--- config.mk ---
export PLATFORM = sky130hd
export DESIGN_NAME = alu_sequencer
export DESIGN_NICKNAME = d
export VERILOG_FILES = /design/src/rtl/alu_sequencer.sv
export SDC_FILE = /design/constraint.sdc
export NUM_CORES = 1
export LEC_CHECK = 0
export ABC_AREA = 1
export CAP_MARGIN = 40
export CORE_UTILIZATION = 47
export DETAILED_ROUTE_END_ITERATION = 8
export GPL_ROUTABILITY_DRIVEN = 1
export PLACE_DENSITY_LB_ADDON = 0.1
export SLEW_MARGIN = 10
export SYNTH_ARGS = -nofsm -noshare
export SYNTH_HDL_FRONTEND = slang
export SYNTH_SLANG_ARGS = --single-unit
--- constraint.sdc ---
create_clock -name clk -period 1.4 [get_ports clk]
set_input_delay 0.14 -clock clk [delete_from_list [all_inputs] [get_ports clk]]
set_output_delay 0.14 -clock clk [all_outputs]
set_load 0.01 [all_outputs]
--- src/rtl/alu_sequencer.sv ---
// Multi-cycle controller for the external 8-bit ALU: accepts one command, runs a binary
// pass plus optional decimal adjust passes, and returns the result with N/Z/C/V flags.
module alu_sequencer #(
    parameter logic DEC_EN = 1'b1
) (
    input  logic       clk,
    input  logic       reset,
    input  logic       req_valid,
    output logic       req_ready,
    input  logic [3:0] req_cmd,
    input  logic [7:0] req_acc,
    input  logic [7:0] req_mem,
    input  logic       req_c,
    input  logic       req_v,
    input  logic       req_d,
    output logic [7:0] alu_a,
    output logic [7:0] alu_b,
    output logic [3:0] alu_op,
    output logic       alu_c_in,
    input  logic [7:0] alu_y,
    input  logic       alu_c_out,
    output logic       rsp_valid,
    input  logic       rsp_ready,
    output logic [7:0] rsp_result,
    output logic       rsp_n,
    output logic       rsp_z,
    output logic       rsp_c,
    output logic       rsp_v,
    output logic       rsp_wr,
    output logic       rsp_err
);

    typedef enum logic [2:0] {IDLE, EXEC, ADJ_LO, ADJ_HI, RESP} state_t;

    localparam logic [3:0] CMD_ADC = 4'h0;
    localparam logic [3:0] CMD_SBC = 4'h1;
    localparam logic [3:0] CMD_ORA = 4'h2;
    localparam logic [3:0] CMD_AND = 4'h3;
    localparam logic [3:0] CMD_EOR = 4'h4;
    localparam logic [3:0] CMD_INC = 4'h5;
    localparam logic [3:0] CMD_DEC = 4'h6;
    localparam logic [3:0] CMD_ASL = 4'h7;
    localparam logic [3:0] CMD_ROL = 4'h8;
    localparam logic [3:0] CMD_ROR = 4'h9;
    localparam logic [3:0] CMD_LSR = 4'hA;
    localparam logic [3:0] CMD_BIT = 4'hB;
    localparam logic [3:0] CMD_CMP = 4'hC;

    typedef struct packed {
        logic [7:0] a;
        logic [7:0] b;
        logic [3:0] op;
        logic       c_in;
    } drive_t;

    typedef struct packed {
        logic [7:0] result;
        logic       n;
        logic       z;
        logic       c;
        logic       v;
        logic       wr;
    } flags_t;

    localparam drive_t DRIVE_IDLE = '{a: 8'h00, b: 8'h00, op: 4'hF, c_in: 1'b0};

    // ALU lines for the first (binary) pass of each legal command
    function automatic drive_t exec_drive(input logic [3:0] cmd, input logic [7:0] acc,
                                          input logic [7:0] mem, input logic c);
        drive_t d;
        d = DRIVE_IDLE;
        case (cmd)
            CMD_ADC: d = '{a: acc, b: mem,   op: 4'h0, c_in: c};
            CMD_SBC: d = '{a: mem, b: acc,   op: 4'h1, c_in: ~c};
            CMD_ORA: d = '{a: acc, b: mem,   op: 4'h2, c_in: 1'b0};
            CMD_AND: d = '{a: acc, b: mem,   op: 4'h3, c_in: 1'b0};
            CMD_EOR: d = '{a: acc, b: mem,   op: 4'h4, c_in: 1'b0};
            CMD_INC: d = '{a: mem, b: 8'h00, op: 4'h5, c_in: 1'b1};
            CMD_DEC: d = '{a: mem, b: 8'h00, op: 4'h6, c_in: 1'b1};
            CMD_ASL: d = '{a: mem, b: 8'h00, op: 4'h7, c_in: 1'b0};
            CMD_ROL: d = '{a: mem, b: 8'h00, op: 4'h8, c_in: c};
            CMD_ROR: d = '{a: mem, b: 8'h00, op: 4'h9, c_in: c};
            CMD_LSR: d = '{a: mem, b: 8'h00, op: 4'h9, c_in: 1'b0};
            CMD_BIT: d = '{a: acc, b: mem,   op: 4'h3, c_in: 1'b0};
            CMD_CMP: d = '{a: mem, b: acc,   op: 4'h1, c_in: 1'b0};
            default: d = DRIVE_IDLE;
        endcase
        return d;
    endfunction

    // Result and flags of a binary pass; SBC/CMP ALU carry-out is a borrow
    function automatic flags_t binary_flags(input logic [3:0] cmd, input logic [7:0] acc,
                                            input logic [7:0] mem, input logic c,
                                            input logic v, input logic [7:0] y,
                                            input logic co);
        flags_t f;
        f.result = y;
        f.c      = c;
        f.v      = v;
        f.wr     = 1'b1;
        case (cmd)
            CMD_ADC: begin
                f.c = co;
                f.v = (acc[7] == mem[7]) && (y[7] != acc[7]);
            end
            CMD_SBC: begin
                f.c = ~co;
                f.v = (acc[7] != mem[7]) && (y[7] != acc[7]);
            end
            CMD_CMP: begin
                f.c  = ~co;
                f.wr = 1'b0;
            end
            CMD_ASL, CMD_ROL, CMD_ROR, CMD_LSR: f.c = co;
            CMD_BIT: begin
                f.result = acc;
                f.v      = mem[6];
                f.wr     = 1'b0;
            end
            default: f.wr = 1'b1;
        endcase
        f.n = (cmd == CMD_BIT) ? mem[7] : f.result[7];
        f.z = (cmd == CMD_BIT) ? ((acc & mem) == 8'h00) : (f.result == 8'h00);
        return f;
    endfunction

    state_t     state_r;
    logic [3:0] cmd_r;
    logic [7:0] acc_r, mem_r, r1_r, r2_r;
    logic       c_r, v_r, dec_r, h_gt9_r, lb_r, c1_r, c2_r, v1_r;
    logic       rsp_valid_r, rsp_n_r, rsp_z_r, rsp_c_r, rsp_v_r, rsp_wr_r, rsp_err_r;
    logic [7:0] rsp_result_r;

    drive_t     drv_s;
    flags_t     bin_s;
    logic       hi_s;
    logic [4:0] half_sum_s;
    logic       lo_borrow_s;
    logic       legal_s;

    // Decode ALU drive from the current state and the latched command/intermediates
    always_comb begin
        drv_s       = DRIVE_IDLE;
        hi_s        = c1_r | c2_r | (r2_r[7:4] > 4'd9);
        half_sum_s  = {1'b0, req_acc[3:0]} + {1'b0, req_mem[3:0]} + {4'b0000, req_c};
        lo_borrow_s = {1'b0, req_acc[3:0]} < ({1'b0, req_mem[3:0]} + {4'b0000, ~req_c});
        legal_s     = (req_cmd <= CMD_CMP);
        bin_s       = binary_flags(cmd_r, acc_r, mem_r, c_r, v_r, alu_y, alu_c_out);
        case (state_r)
            EXEC: drv_s = exec_drive(cmd_r, acc_r, mem_r, c_r);
            ADJ_LO: begin
                if (cmd_r == CMD_ADC) begin
                    drv_s = '{a: r1_r, b: (h_gt9_r ? 8'h06 : 8'h00), op: 4'h0, c_in: 1'b0};
                end else begin
                    drv_s = '{a: (lb_r ? 8'h06 : 8'h00), b: r1_r, op: 4'h1, c_in: 1'b0};
                end
            end
            ADJ_HI: begin
                if (cmd_r == CMD_ADC) begin
                    drv_s = '{a: r2_r, b: (hi_s ? 8'h60 : 8'h00), op: 4'h0, c_in: 1'b0};
                end else begin
                    drv_s = '{a: (c1_r ? 8'h60 : 8'h00), b: r2_r, op: 4'h1, c_in: 1'b0};
                end
            end
            default: drv_s = DRIVE_IDLE;
        endcase
    end

    // Sequencer FSM with registered response outputs
    always_ff @(posedge clk) begin
        if (reset) begin
            state_r      <= IDLE;
            cmd_r        <= 4'h0;
            acc_r        <= 8'h00;
            mem_r        <= 8'h00;
            r1_r         <= 8'h00;
            r2_r         <= 8'h00;
            c_r          <= 1'b0;
            v_r          <= 1'b0;
            dec_r        <= 1'b0;
            h_gt9_r      <= 1'b0;
            lb_r         <= 1'b0;
            c1_r         <= 1'b0;
            c2_r         <= 1'b0;
            v1_r         <= 1'b0;
            rsp_valid_r  <= 1'b0;
            rsp_result_r <= 8'h00;
            rsp_n_r      <= 1'b0;
            rsp_z_r      <= 1'b0;
            rsp_c_r      <= 1'b0;
            rsp_v_r      <= 1'b0;
            rsp_wr_r     <= 1'b0;
            rsp_err_r    <= 1'b0;
        end else begin
            case (state_r)
                IDLE: begin
                    if (req_valid) begin
                        cmd_r   <= req_cmd;
                        acc_r   <= req_acc;
                        mem_r   <= req_mem;
                        c_r     <= req_c;
                        v_r     <= req_v;
                        h_gt9_r <= (half_sum_s > 5'd9);
                        lb_r    <= lo_borrow_s;
                        dec_r   <= DEC_EN & req_d & ((req_cmd == CMD_ADC) || (req_cmd == CMD_SBC));
                        if (legal_s) begin
                            state_r <= EXEC;
                        end else begin
                            state_r      <= RESP;
                            rsp_valid_r  <= 1'b1;
                            rsp_result_r <= req_acc;
                            rsp_n_r      <= 1'b0;
                            rsp_z_r      <= 1'b0;
                            rsp_c_r      <= req_c;
                            rsp_v_r      <= req_v;
                            rsp_wr_r     <= 1'b0;
                            rsp_err_r    <= 1'b1;
                        end
                    end else begin
                        state_r <= IDLE;
                    end
                end
                EXEC: begin
                    r1_r <= alu_y;
                    c1_r <= alu_c_out;
                    v1_r <= bin_s.v;
                    if (dec_r) begin
                        state_r <= ADJ_LO;
                    end else begin
                        state_r      <= RESP;
                        rsp_valid_r  <= 1'b1;
                        rsp_result_r <= bin_s.result;
                        rsp_n_r      <= bin_s.n;
                        rsp_z_r      <= bin_s.z;
                        rsp_c_r      <= bin_s.c;
                        rsp_v_r      <= bin_s.v;
                        rsp_wr_r     <= bin_s.wr;
                        rsp_err_r    <= 1'b0;
                    end
                end
                ADJ_LO: begin
                    r2_r    <= alu_y;
                    c2_r    <= alu_c_out;
                    state_r <= ADJ_HI;
                end
                ADJ_HI: begin
                    // Overflow in decimal mode is taken from the binary pass
                    state_r      <= RESP;
                    rsp_valid_r  <= 1'b1;
                    rsp_result_r <= alu_y;
                    rsp_n_r      <= alu_y[7];
                    rsp_z_r      <= (alu_y == 8'h00);
                    rsp_c_r      <= (cmd_r == CMD_ADC) ? hi_s : ~c1_r;
                    rsp_v_r      <= v1_r;
                    rsp_wr_r     <= 1'b1;
                    rsp_err_r    <= 1'b0;
                end
                RESP: begin
                    if (rsp_ready) begin
                        state_r     <= IDLE;
                        rsp_valid_r <= 1'b0;
                    end else begin
                        state_r <= RESP;
                    end
                end
                default: state_r <= IDLE;
            endcase
        end
    end

    assign req_ready  = (state_r == IDLE) && !reset;
    assign alu_a      = drv_s.a;
    assign alu_b      = drv_s.b;
    assign alu_op     = drv_s.op;
    assign alu_c_in   = drv_s.c_in;
    assign rsp_valid  = rsp_valid_r;
    assign rsp_result = rsp_result_r;
    assign rsp_n      = rsp_n_r;
    assign rsp_z      = rsp_z_r;
    assign rsp_c      = rsp_c_r;
    assign rsp_v      = rsp_v_r;
    assign rsp_wr     = rsp_wr_r;
    assign rsp_err    = rsp_err_r;

endmodule

Yosys cells after proc, flatten, opt, wreduce, memory -nomap -nowiden
Cells that the tools add are included.
Widths: inputs -> output; s select.
{"block": "word_totals", "reg_bits": 62, "inputBits": 36, "output_inout_bits": 37, "wordCells": 128}
{"block": "classes", "n_addsub": 3, "order_cmp": 4, "eq_ne": 24, "muxes": 47, "n_bitwise": 8, "reduce_logical": 20}
{"cell": "$pmux 21 s12", "count": 1}
{"cell": "$pmux 21 s3", "count": 1}
{"cell": "$mux 21", "count": 2}
{"cell": "$mux 8", "count": 4}
{"cell": "$logic_not 8->1", "count": 3}
{"cell": "$pmux 8 s3", "count": 1}
{"cell": "$pmux 1 s3", "count": 7}
{"cell": "$eq 4x4->1 const B", "count": 5}
{"cell": "$mux 1", "count": 20}
{"cell": "$mux 3", "count": 6}
{"cell": "$eq 4x3->1 const B", "count": 4}
{"cell": "$pmux 3 s5", "count": 1}
{"cell": "$mux 7", "count": 2}
{"cell": "$and 8x8->8", "count": 1}
{"cell": "$eq 4x1->1 const B", "count": 2}
{"cell": "$eq 4x2->1 const B", "count": 2}
{"cell": "$logic_not 4->1", "count": 2}
{"cell": "$ne 2x2->1 const B", "count": 4}
{"cell": "$eq 3x2->1 const B", "count": 2}
{"cell": "$reduce_or 2->1", "count": 3}
{"cell": "$add 4x1->5", "count": 1}
{"cell": "$add 4x4->5", "count": 1}
{"cell": "$add 5x1->5", "count": 1}
{"cell": "$gt 5x4->1 const B", "count": 1}
{"cell": "other kinds (22)", "count": 29}

Logic depth before layout (Yosys ltp)
Gate-level depths: netlist of the first run.
{"block": "logic_depth", "ltp_word": 6, "ltp_mapped": 12, "depth_no_buf": 12}

Worst setup path after synthesis of the first run
OpenSTA, ideal clock, no wires.
{"block": "synth_timing", "path_kind": "register to output", "from": "register state_r[1]", "to": "output port alu_b[0]", "arrival_ps": 1366, "required_time_ps": 1260, "path_slack_ps": -106, "stages_incl_launch_ff": 8, "cell_sequence": "dfxtp_1 inv_1 nor2_1 nand2_1 inv_1 buf_2 a22oi_1 o21ai_0"}
{"block": "synth_via", "elab_chain_len": 2}
{"element": "start, declared", "line": "127", "source": "state_t state_r;"}
{"element": "start signal, assigned", "line": "172", "source": "state_r <= IDLE;"}
{"element": "start signal, assigned", "line": "207", "source": "state_r <= EXEC;"}
{"element": "start signal, assigned", "line": "209", "source": "state_r <= RESP;"}
{"element": "$eq 3x2->1 / $eq 3x1->1 (equally long branches)", "line": "149", "source": "case (state_r)"}
{"element": "$pmux 21 s3 (*)", "line": "149"}
{"element": "end, declared", "line": "17", "source": "output logic [7:0] alu_b,"}
Mark *: on every way between the ends. The rest lies on a longest branch, timed or not.

Final worst setup path of the first run
{"block": "layout_timing", "from": "register cmd_r[2]", "to": "output port alu_a[6]"}
{"block": "layout_via", "elab_chain_len": 4}
{"element": "start, declared", "line": "128", "source": "logic [3:0] cmd_r;"}
{"element": "start signal, assigned", "line": "198", "source": "cmd_r <= req_cmd;"}
{"element": "$eq 4x4->1 / $eq 4x2->1 (equally long branches)", "line": "72", "source": "case (cmd)"}
{"element": "$reduce_or 2->1 (no line)"}
{"element": "$pmux 21 s12", "line": "72"}
{"element": "$pmux 21 s3 (*)", "line": "149"}
{"element": "end, declared", "line": "16", "source": "output logic [7:0] alu_a,"}
Marked as above.

==> impl_metrics.xml, run 1 <==
<?xml version="1.0" encoding="UTF-8"?>
<metrics>
  <group name="run_status">
    <metric name="outcome" unit="">finished with violations</metric>
    <metric name="failed_checks" unit="">setup timing</metric>
  </group>
  <group name="synthesis">
    <metric name="yosys.area.top_type" unit="">dfxtp_1</metric>
    <metric name="synth_enable_flop_cells" unit="">0</metric>
    <metric name="synth_warnings" unit="">0</metric>
    <metric name="postSynth.asyncResetShare" unit="%">0</metric>
    <metric name="muxShareOfSynthArea" unit="%">0</metric>
    <metric name="netlist-cell-type-count" unit="">46</metric>
    <metric name="yosys-top-cells-area" unit="">dfxtp_1 33%, nand2_1 9.7%, o21ai_0 7.5%</metric>
    <metric name="postSynth.topFlopCell" unit="">dfxtp_1</metric>
    <metric name="post_synth_xor_area_fraction" unit="%">1.15</metric>
    <metric name="number_of_instances_in_the_synthesized_netlist" unit="">541</metric>
    <metric name="post_synth_and_or_nand_nor_area_fraction" unit="%">22.1</metric>
    <metric name="netlist_area" unit="sq mm">0.00380</metric>
    <metric name="synth.net_count" unit="">588</metric>
    <metric name="synth_adder_area_share" unit="%">4.02</metric>
    <metric name="synth.ff_latch_count" unit="">62</metric>
    <metric name="combinational_family_with_the_most_area_after_synthesis" unit="">compound AO/OA/AOI/OAI gates</metric>
    <metric name="yosys.area.top_type_share" unit="%">32.7</metric>
    <metric name="synth_compound_area_share" unit="%">28.9</metric>
    <metric name="synth_area_per_cell" unit="sq um">7.03</metric>
    <metric name="synth-seq-area-share" unit="%">32.7</metric>
  </group>
  <group name="floorplanning">
    <metric name="die-height" unit="um">91.9</metric>
    <metric name="floorplan.initialDensity" unit="%">48.9</metric>
    <metric name="fp.dieArea" unit="sq mm">0.00845</metric>
    <metric name="design.portCount" unit="">73</metric>
    <metric name="placement_rows" unit="">32</metric>
    <metric name="design.core.area" unit="sq mm">0.00777</metric>
    <metric name="fp.dieW" unit="um">91.9</metric>
  </group>
  <group name="global_route">
    <metric name="grt_usage" unit="%">37.3</metric>
    <metric name="overflow_left_after_global_routing" unit="">0</metric>
    <metric name="grt_pass1_vias" unit="">4737</metric>
    <metric name="grt_start_max_net_pins" unit="">22</metric>
    <metric name="grt_antenna_before_repair" unit="">0</metric>
    <metric name="wire_length_of_the_first_global_routing_pass" unit="um">24100</metric>
  </group>
  <group name="timing">
    <metric name="timing.setup.tns" unit="ps">-19580</metric>
    <metric name="post-route-period-util" unit="%">150</metric>
    <metric name="timing.final.setup_violations" unit="">73</metric>
    <metric name="rsz0062_at_grt" unit="">yes</metric>
    <metric name="normalized_max_slew_margin" unit="%">70.9</metric>
    <metric name="maxClockFrequency" unit="GHz">0.477</metric>
    <metric name="timing_max_transition_violations_final" unit="">0</metric>
    <metric name="setup_ws" unit="ps">-697</metric>
    <metric name="final_count_of_hold_timing_violations" unit="">0</metric>
    <metric name="tightest_slew" unit="ps">434</metric>
    <metric name="final_period_minus_worst_setup_slack" unit="ps">2100</metric>
    <metric name="fin_skew" unit="ps">13.5</metric>
  </group>
  <group name="route">
    <metric name="detailroute.via_count" unit="">5452</metric>
    <metric name="remaining_antenna_violation_count" unit="">0</metric>
    <metric name="detailedRoute.firstIterationViolations" unit="">503</metric>
    <metric name="drt_drc_violations_left" unit="">0</metric>
    <metric name="dr.pass1.iters" unit="">5</metric>
    <metric name="postRouteWirelength" unit="um">19000</metric>
    <metric name="wire_per_inst" unit="um">21.5</metric>
    <metric name="avgViaCountPerCell" unit="">6.18</metric>
  </group>
  <group name="setup_path">
    <metric name="timing_worst_setup_path_type" unit="">reg -&gt; out</metric>
    <metric name="worstSetupEndpointType" unit="">output pin</metric>
    <metric name="critical_path_maximum_fanout" unit="">5</metric>
    <metric name="start_kind" unit="">register</metric>
    <metric name="arrival" unit="ps">1960</metric>
    <metric name="worst_endpoint_required_time" unit="ps">1260</metric>
  </group>
  <group name="placed_design">
    <metric name="dpl.cell_count" unit="">804</metric>
    <metric name="io_buf_count" unit="">72</metric>
    <metric name="postPlaceCellArea" unit="sq mm">0.00548</metric>
    <metric name="dp.final_hpwl" unit="um">10400</metric>
    <metric name="final_replace_weighted_congestion" unit="">1.02</metric>
  </group>
  <group name="run">
    <metric name="cap_viol_max_count" unit="">0</metric>
  </group>
  <group name="cts">
    <metric name="cts_tree" unit="">done</metric>
    <metric name="htree_num_levels" unit="">3</metric>
    <metric name="clock_tree.buffer_depth" unit="">2</metric>
    <metric name="cts_inserted_buffers" unit="">9</metric>
    <metric name="clkSlewWorstSetupHoldPaths" unit="ps">80</metric>
    <metric name="clock_sink_count" unit="">62</metric>
    <metric name="cts_hold_buf" unit="">0</metric>
    <metric name="insertion_delay" unit="ps">360</metric>
    <metric name="cts_root_buffer" unit="">clkbuf_8</metric>
  </group>
  <group name="pwr">
    <metric name="power.density" unit="mW/mm^2">921</metric>
    <metric name="cellLeakagePower" unit="nW">3.19</metric>
    <metric name="worst_case_vdd_ir_drop" unit="V">0.000637</metric>
    <metric name="post-layout-total-power" unit="mW">6.50</metric>
  </group>
  <group name="final_layout">
    <metric name="area_growth" unit="%">85.7</metric>
    <metric name="fin_util" unit="%">90.9</metric>
    <metric name="stdcell_count" unit="">882</metric>
    <metric name="post_route_cells_drive_above_1_share" unit="%">49.7</metric>
    <metric name="num-nets-final" unit="">822</metric>
    <metric name="final_design_area_no_fill" unit="sq mm">0.00706</metric>
    <metric name="num_antenna_cells" unit="">0</metric>
  </group>
  <group name="worst_hold_path">
    <metric name="hp-class" unit="">in -&gt; reg</metric>
  </group>
</metrics>
==> routing by layer <==
layer	wire length, um	track usage (%)
met1	7000	47.5
met2	8700	61.7
met3	2110	6.14
met4	1200	16.7
met5	0	0
==> report_power, final <==
| group | switching, mW | leakage (nW) | total, mW | internal [mW] |
|---|---|---|---|---|
| logic | 1.46 | 2.57 | 2.79 | 1.33 |
| clock network | 0.800 | 0.102 | 1.66 | 0.865 |
| registers | 0.140 | 0.513 | 2.05 | 1.91 |
==> placed cells by master (no fill, tap or decap), drive strengths merged, types with 16 or more instances in the layout <==
| master | count |
|---|---|
| a21oi | 67 |
| buf | 185 |
| clkbuf | 16 |
| clkdlybuf4s50 | 38 |
| dfxtp | 62 |
| inv | 71 |
| nand2 | 111 |
| nand3 | 16 |
| nor2 | 43 |
| o21ai | 62 |
| o22ai | 18 |
==> area by class of cell <==
cell class	instances	area [sq um]
Fill cell	339	709
Clock inverter	6	61.3
Timing Repair Buffer	241	2270
Sequential cell	62	1260
Inverter	73	303
Tap cell	102	128
Multi-Input combinational cell	386	2890
Timing Repair inverter	2	13.8
Clock buffer	10	138
==> cells in the mapped netlist, types with 3 or more instances <==
library cell and instances:
ha_1 9, nand4_1 6, a22oi_1 10, nand3_1 16, inv_2 11, nor3_2 5, nor2_4 3, o21ai_0 57
o221ai_1 6, buf_4 3, inv_1 58, nand2_2 8, o21ai_1 4, xor2_1 3, o21a_1 5, inv_4 3
nor2_2 5, a21oi_1 56, a21oi_2 10, nand2_1 98, clkbuf_1 6, dfxtp_1 62, nor2_1 35, o211ai_1 5
buf_2 8, o22ai_1 18, nor3_1 3
==> critical path, cell delays in order (launching register included) <==
cell	delay, ps
dfxtp_4	410
inv_2	50
nand2_1	90
nor2_1	80
nor2_1	160
buf_4	160
nand2_2	90
nor2_4	170
o22ai_2	80
nand2_1	70
nand3_1	80
buf_2	160
==> state kept, by name (all words and copies together) (netlist names), 3 cells and up <==
signal / count
state_r: 3
mem_r: 8
r1_r: 8
rsp_result: 8
r2_r: 8
acc_r: 8
cmd_r: 4
==> stage by stage <==
step,hold slack (ps),setup WS [ps]
3_3_place_gp,452,-622
6_report,113,-697
2_1_floorplan,275,-8.59
4_1_cts,247,-580
3_5_place_dp,459,-675
5_1_grt,136,-792
==> final timing paths <==
kind / slack (ps) / from / cells past startpoint / endpoint
setup / recovery: -700 / cmd_r[2] / 11 / alu_a[6]
hold reg to reg: 470 / v1_r / 2 / v1_r
hold / removal: 110 / req_mem[0] / 3 / mem_r[0]
setup reg to reg: -410 / state_r[0] / 14 / rsp_c
==> cell families (layout without fill, tap and decap cells) <==
kind of cell / after synthesis / after routing
simple gates: 184 / 187
compound gates: 183 / 183
buf+inv: 96 / 332
flops: 62 / 62
fa+ha+maj: 11 / 11
xor+xnor: 5 / 5
==> timing repair <==
action / CTS / global route
resized for setup: 223 / 121
cloned: 4 / 7
endpoints found under the setup margin: 73 / 86
buffers inserted: 32 / 23
pin swaps: 43 / 37
No activity file was read; power rests on OpenSTA's default activity.
==> inputs of run 2 (changes only) <==
--- a/config.mk
+++ b/config.mk
@@ -10,6 +10,7 @@
 export CORE_UTILIZATION = 47
 export DETAILED_ROUTE_END_ITERATION = 8
 export GPL_ROUTABILITY_DRIVEN = 1
+export HOLD_SLACK_MARGIN = 0.02
 export PLACE_DENSITY_LB_ADDON = 0.1
 export SLEW_MARGIN = 10
 export SYNTH_ARGS = -nofsm -noshare
==> results of run 2 <==
Final layout, timing and power as in run 1 (identical DEF).
==> inputs of run 3 (changes only) <==
--- a/config.mk
+++ b/config.mk
@@ -7,12 +7,12 @@
 export LEC_CHECK = 0
 export ABC_AREA = 1
 export CAP_MARGIN = 40
-export CORE_UTILIZATION = 47
+export CORE_UTILIZATION = 53
 export DETAILED_ROUTE_END_ITERATION = 8
 export GPL_ROUTABILITY_DRIVEN = 1
 export HOLD_SLACK_MARGIN = 0.02
 export PLACE_DENSITY_LB_ADDON = 0.1
-export SLEW_MARGIN = 10
+export SLEW_MARGIN = 5
 export SYNTH_ARGS = -nofsm -noshare
 export SYNTH_HDL_FRONTEND = slang
 export SYNTH_SLANG_ARGS = --single-unit
==> constraint.sdc (replaced) <==
create_clock -name clk -period 2.2 [get_ports clk]
set_input_delay 0.22 -clock clk [delete_from_list [all_inputs] [get_ports clk]]
set_output_delay 0.22 -clock clk [all_outputs]
set_load 0.01 [all_outputs]
==> run 3 against run 2 <==
  * Highest routed layer unchanged
  * Worst hold slack better by 360 ps
  * Critical path depth fell by 2
  * Cell area decreased by 28%
  * Die area down 11%
  * Worst setup slack better by 700 ps
  * Sequential power shrank 37%
  * The flow now finishes without violations
  * Cell count down 14%
  * First-iteration DRC count down 29%
  * Non-clock buffer count down 115
  * Sequential cell count did not move
  * Clock power fell by 38%
  * Global-route usage fell by 2.9 points
==> impl_metrics.xml, run 3 (same netlist as run 1, synthesis figures left out) <==
<?xml version="1.0" encoding="UTF-8"?>
<metrics>
  <group name="setup_path">
    <metric name="timing_worst_setup_path_type" unit="">reg -&gt; out</metric>
    <metric name="path_cells" unit="">buf_4, nand2_2, inv_2, a21oi_2, nand3b_1, buf_4, a22oi_1, o22ai_1, buf_2</metric>
    <metric name="path_delay_family" unit="">buffers and inverters</metric>
    <metric name="arrival" unit="ps">1970</metric>
    <metric name="critical_path_maximum_fanout" unit="">4</metric>
    <metric name="worst_endpoint_required_time" unit="ps">1980</metric>
    <metric name="reg2regPathDepth" unit="">11</metric>
    <metric name="r2r-end" unit="">rsp_wr</metric>
    <metric name="critPathSlowestCell" unit="">dfxtp_4</metric>
    <metric name="start_kind" unit="">register</metric>
    <metric name="critical_path.max_stage_delay" unit="ps">360</metric>
    <metric name="startpoint" unit="">cmd_r[0]</metric>
    <metric name="worst-path-buf-inv" unit="">4</metric>
    <metric name="worst_path_most_repeated_cell" unit="">buf_4</metric>
    <metric name="crit-reg2reg-launch" unit="">state_r[0]</metric>
    <metric name="worstSetupEndpointType" unit="">output pin</metric>
    <metric name="ff2ff_setup_slack" unit="ps">100</metric>
  </group>
  <group name="global_route">
    <metric name="wire_length_of_the_first_global_routing_pass" unit="um">19400</metric>
    <metric name="grt_pass1_vias" unit="">3910</metric>
    <metric name="overflow_left_after_global_routing" unit="">0</metric>
    <metric name="grt_usage" unit="%">34.4</metric>
    <metric name="grt_antenna_before_repair" unit="">0</metric>
    <metric name="grt_start_max_net_pins" unit="">47</metric>
  </group>
  <group name="timing">
    <metric name="normalized_max_slew_margin" unit="%">60.3</metric>
    <metric name="rsz0062_at_grt" unit="">yes</metric>
    <metric name="fin_skew" unit="ps">9.83</metric>
    <metric name="tightest_slew" unit="ps">593</metric>
    <metric name="final_count_of_hold_timing_violations" unit="">0</metric>
    <metric name="timing_max_transition_violations_final" unit="">0</metric>
    <metric name="fin_worst_hold_slack" unit="ps">472</metric>
    <metric name="final_period_minus_worst_setup_slack" unit="ps">2190</metric>
    <metric name="timing.final.setup_violations" unit="">0</metric>
    <metric name="post-route-period-util" unit="%">99.7</metric>
    <metric name="maxClockFrequency" unit="GHz">0.456</metric>
  </group>
  <group name="final_layout">
    <metric name="post_route_cells_drive_above_1_share" unit="%">22.0</metric>
    <metric name="stdcell_count" unit="">756</metric>
    <metric name="num-nets-final" unit="">702</metric>
    <metric name="final_cell_mix" unit="">96 x nand2_1, 57 x dfxtp_1, 56 x a21oi_1, 55 x o21ai_0, 55 x inv_1</metric>
    <metric name="fin_util" unit="%">74.4</metric>
    <metric name="fillerInstances" unit="">570</metric>
    <metric name="area_growth" unit="%">34.5</metric>
    <metric name="final_design_area_no_fill" unit="sq mm">0.00511</metric>
    <metric name="mostFrequentLayoutCell" unit="">nand2_1</metric>
    <metric name="num_antenna_cells" unit="">0</metric>
  </group>
  <group name="worst_hold_path">
    <metric name="worst_hold_path.endpoint" unit="">c2_r</metric>
    <metric name="hold_path_depth" unit="">2</metric>
    <metric name="hp-class" unit="">reg -&gt; reg</metric>
    <metric name="hp-start" unit="">c2_r</metric>
  </group>
  <group name="pwr">
    <metric name="cellLeakagePower" unit="nW">2.25</metric>
    <metric name="power.density" unit="mW/mm^2">646</metric>
    <metric name="post-layout-total-power" unit="mW">3.31</metric>
    <metric name="worst_case_vdd_ir_drop" unit="V">0.000406</metric>
  </group>
  <group name="route">
    <metric name="wire_per_inst" unit="um">16.5</metric>
    <metric name="drt_drc_violations_left" unit="">0</metric>
    <metric name="detailedRoute.firstIterationViolations" unit="">357</metric>
    <metric name="dr.pass1.iters" unit="">6</metric>
    <metric name="remaining_antenna_violation_count" unit="">0</metric>
    <metric name="detailroute.via_count" unit="">4297</metric>
    <metric name="avgViaCountPerCell" unit="">5.68</metric>
    <metric name="postRouteWirelength" unit="um">12500</metric>
  </group>
  <group name="floorplanning">
    <metric name="floorplan.initialDensity" unit="%">55.3</metric>
    <metric name="die-height" unit="um">86.7</metric>
    <metric name="fp.dieArea" unit="sq mm">0.00751</metric>
    <metric name="design.portCount" unit="">73</metric>
    <metric name="fp.dieW" unit="um">86.7</metric>
    <metric name="design.core.area" unit="sq mm">0.00687</metric>
    <metric name="placement_rows" unit="">30</metric>
  </group>
  <group name="placed_design">
    <metric name="postPlaceCellArea" unit="sq mm">0.00477</metric>
    <metric name="io_buf_count" unit="">72</metric>
    <metric name="dpl.cell_count" unit="">722</metric>
    <metric name="dp.final_hpwl" unit="um">9230</metric>
    <metric name="final_replace_weighted_congestion" unit="">0.930</metric>
  </group>
  <group name="cts">
    <metric name="cts_root_buffer" unit="">clkbuf_8</metric>
    <metric name="htree_num_levels" unit="">3</metric>
    <metric name="clock_sink_count" unit="">62</metric>
    <metric name="cts_tree" unit="">done</metric>
    <metric name="cts_inserted_buffers" unit="">9</metric>
    <metric name="clkSlewWorstSetupHoldPaths" unit="ps">80</metric>
    <metric name="insertion_delay" unit="ps">370</metric>
    <metric name="clock_tree.buffer_depth" unit="">2</metric>
    <metric name="cts_hold_buf" unit="">0</metric>
  </group>
  <group name="run">
    <metric name="cap_viol_max_count" unit="">0</metric>
  </group>
  <group name="run_status">
    <metric name="outcome" unit="">complete, no violations</metric>
  </group>
</metrics>
## run 3: changes by cell type in the layout (fill, tap and decap cells not counted), sizes merged
cell | before | now
clkbuf | 16 | 14
clkdlybuf4s15 | 2 | 1
clkdlybuf4s50 | 38 | 52
dlygate4sd2 | 1 | 9
nand2 | 111 | 108
dlymetal6s2s | 9 | 2
clkinvlp | 3 | 1
buf | 185 | 58
## run 3: final cells by class
| type | instances | area (sq um) | share of cell area [%] |
|---|---|---|---|
| flip-flops and latches | 62 | 1250 | 24.5 |
| clock buffers | 10 | 128 | 2.50 |
| well taps | 96 | 120 | 2.35 |
| multi-input cells | 383 | 2180 | 42.6 |
| clock inverters | 6 | 62.6 | 1.22 |
| inverters | 73 | 288 | 5.63 |
| repair buffers | 126 | 1080 | 21.2 |
## run 3: worst max path at each step
stage                    end  slack (ps)  cells after the start
CTS                 alu_a[4]         -70                      9
finish              alu_a[4]           7                      9
detailed placement   h_gt9_r         -40                      9
global route        alu_a[4]         -80                      9
global placement    alu_a[2]          40                      6
floorplan           alu_b[0]         610                      7
## run 3: metal layers
layer / GRT usage (%) / wire, um / vias up
met3: 6.67 / 933 / 29
met5: 3.50 / 0 / -
met2: 55.6 / 5750 / 198
met4: 11.2 / 244 / 0
li1: - / - / 2060
met1: 45.7 / 5580 / 2010
## run 3: per-stage QoR
stage	setup WS [ps]	TNS (ps)
after floorplan	614	0
after global routing	-83.7	-255
after detailed placement	-39.8	-39.8
after global placement	41.6	0
final	6.71	0
after CTS	-73.2	-73.2
## run 3: tightest hold or removal path: stages (launching register included)
cell and delay [ps]:
dfxtp_1 300, inv_1 70, a21oi_1 60
## run 3: repair_timing
item | CTS | global route
setup endpoints to repair | 20 | 17
resized for setup | 47 | 20
pin swaps | 8 | 8
buffers inserted | 10 | 8
## run 3: power breakdown
group          switching [mW]  internal [mW]
Sequential             0.0716           1.22
Combinational           0.559          0.432
Clock                   0.505          0.521
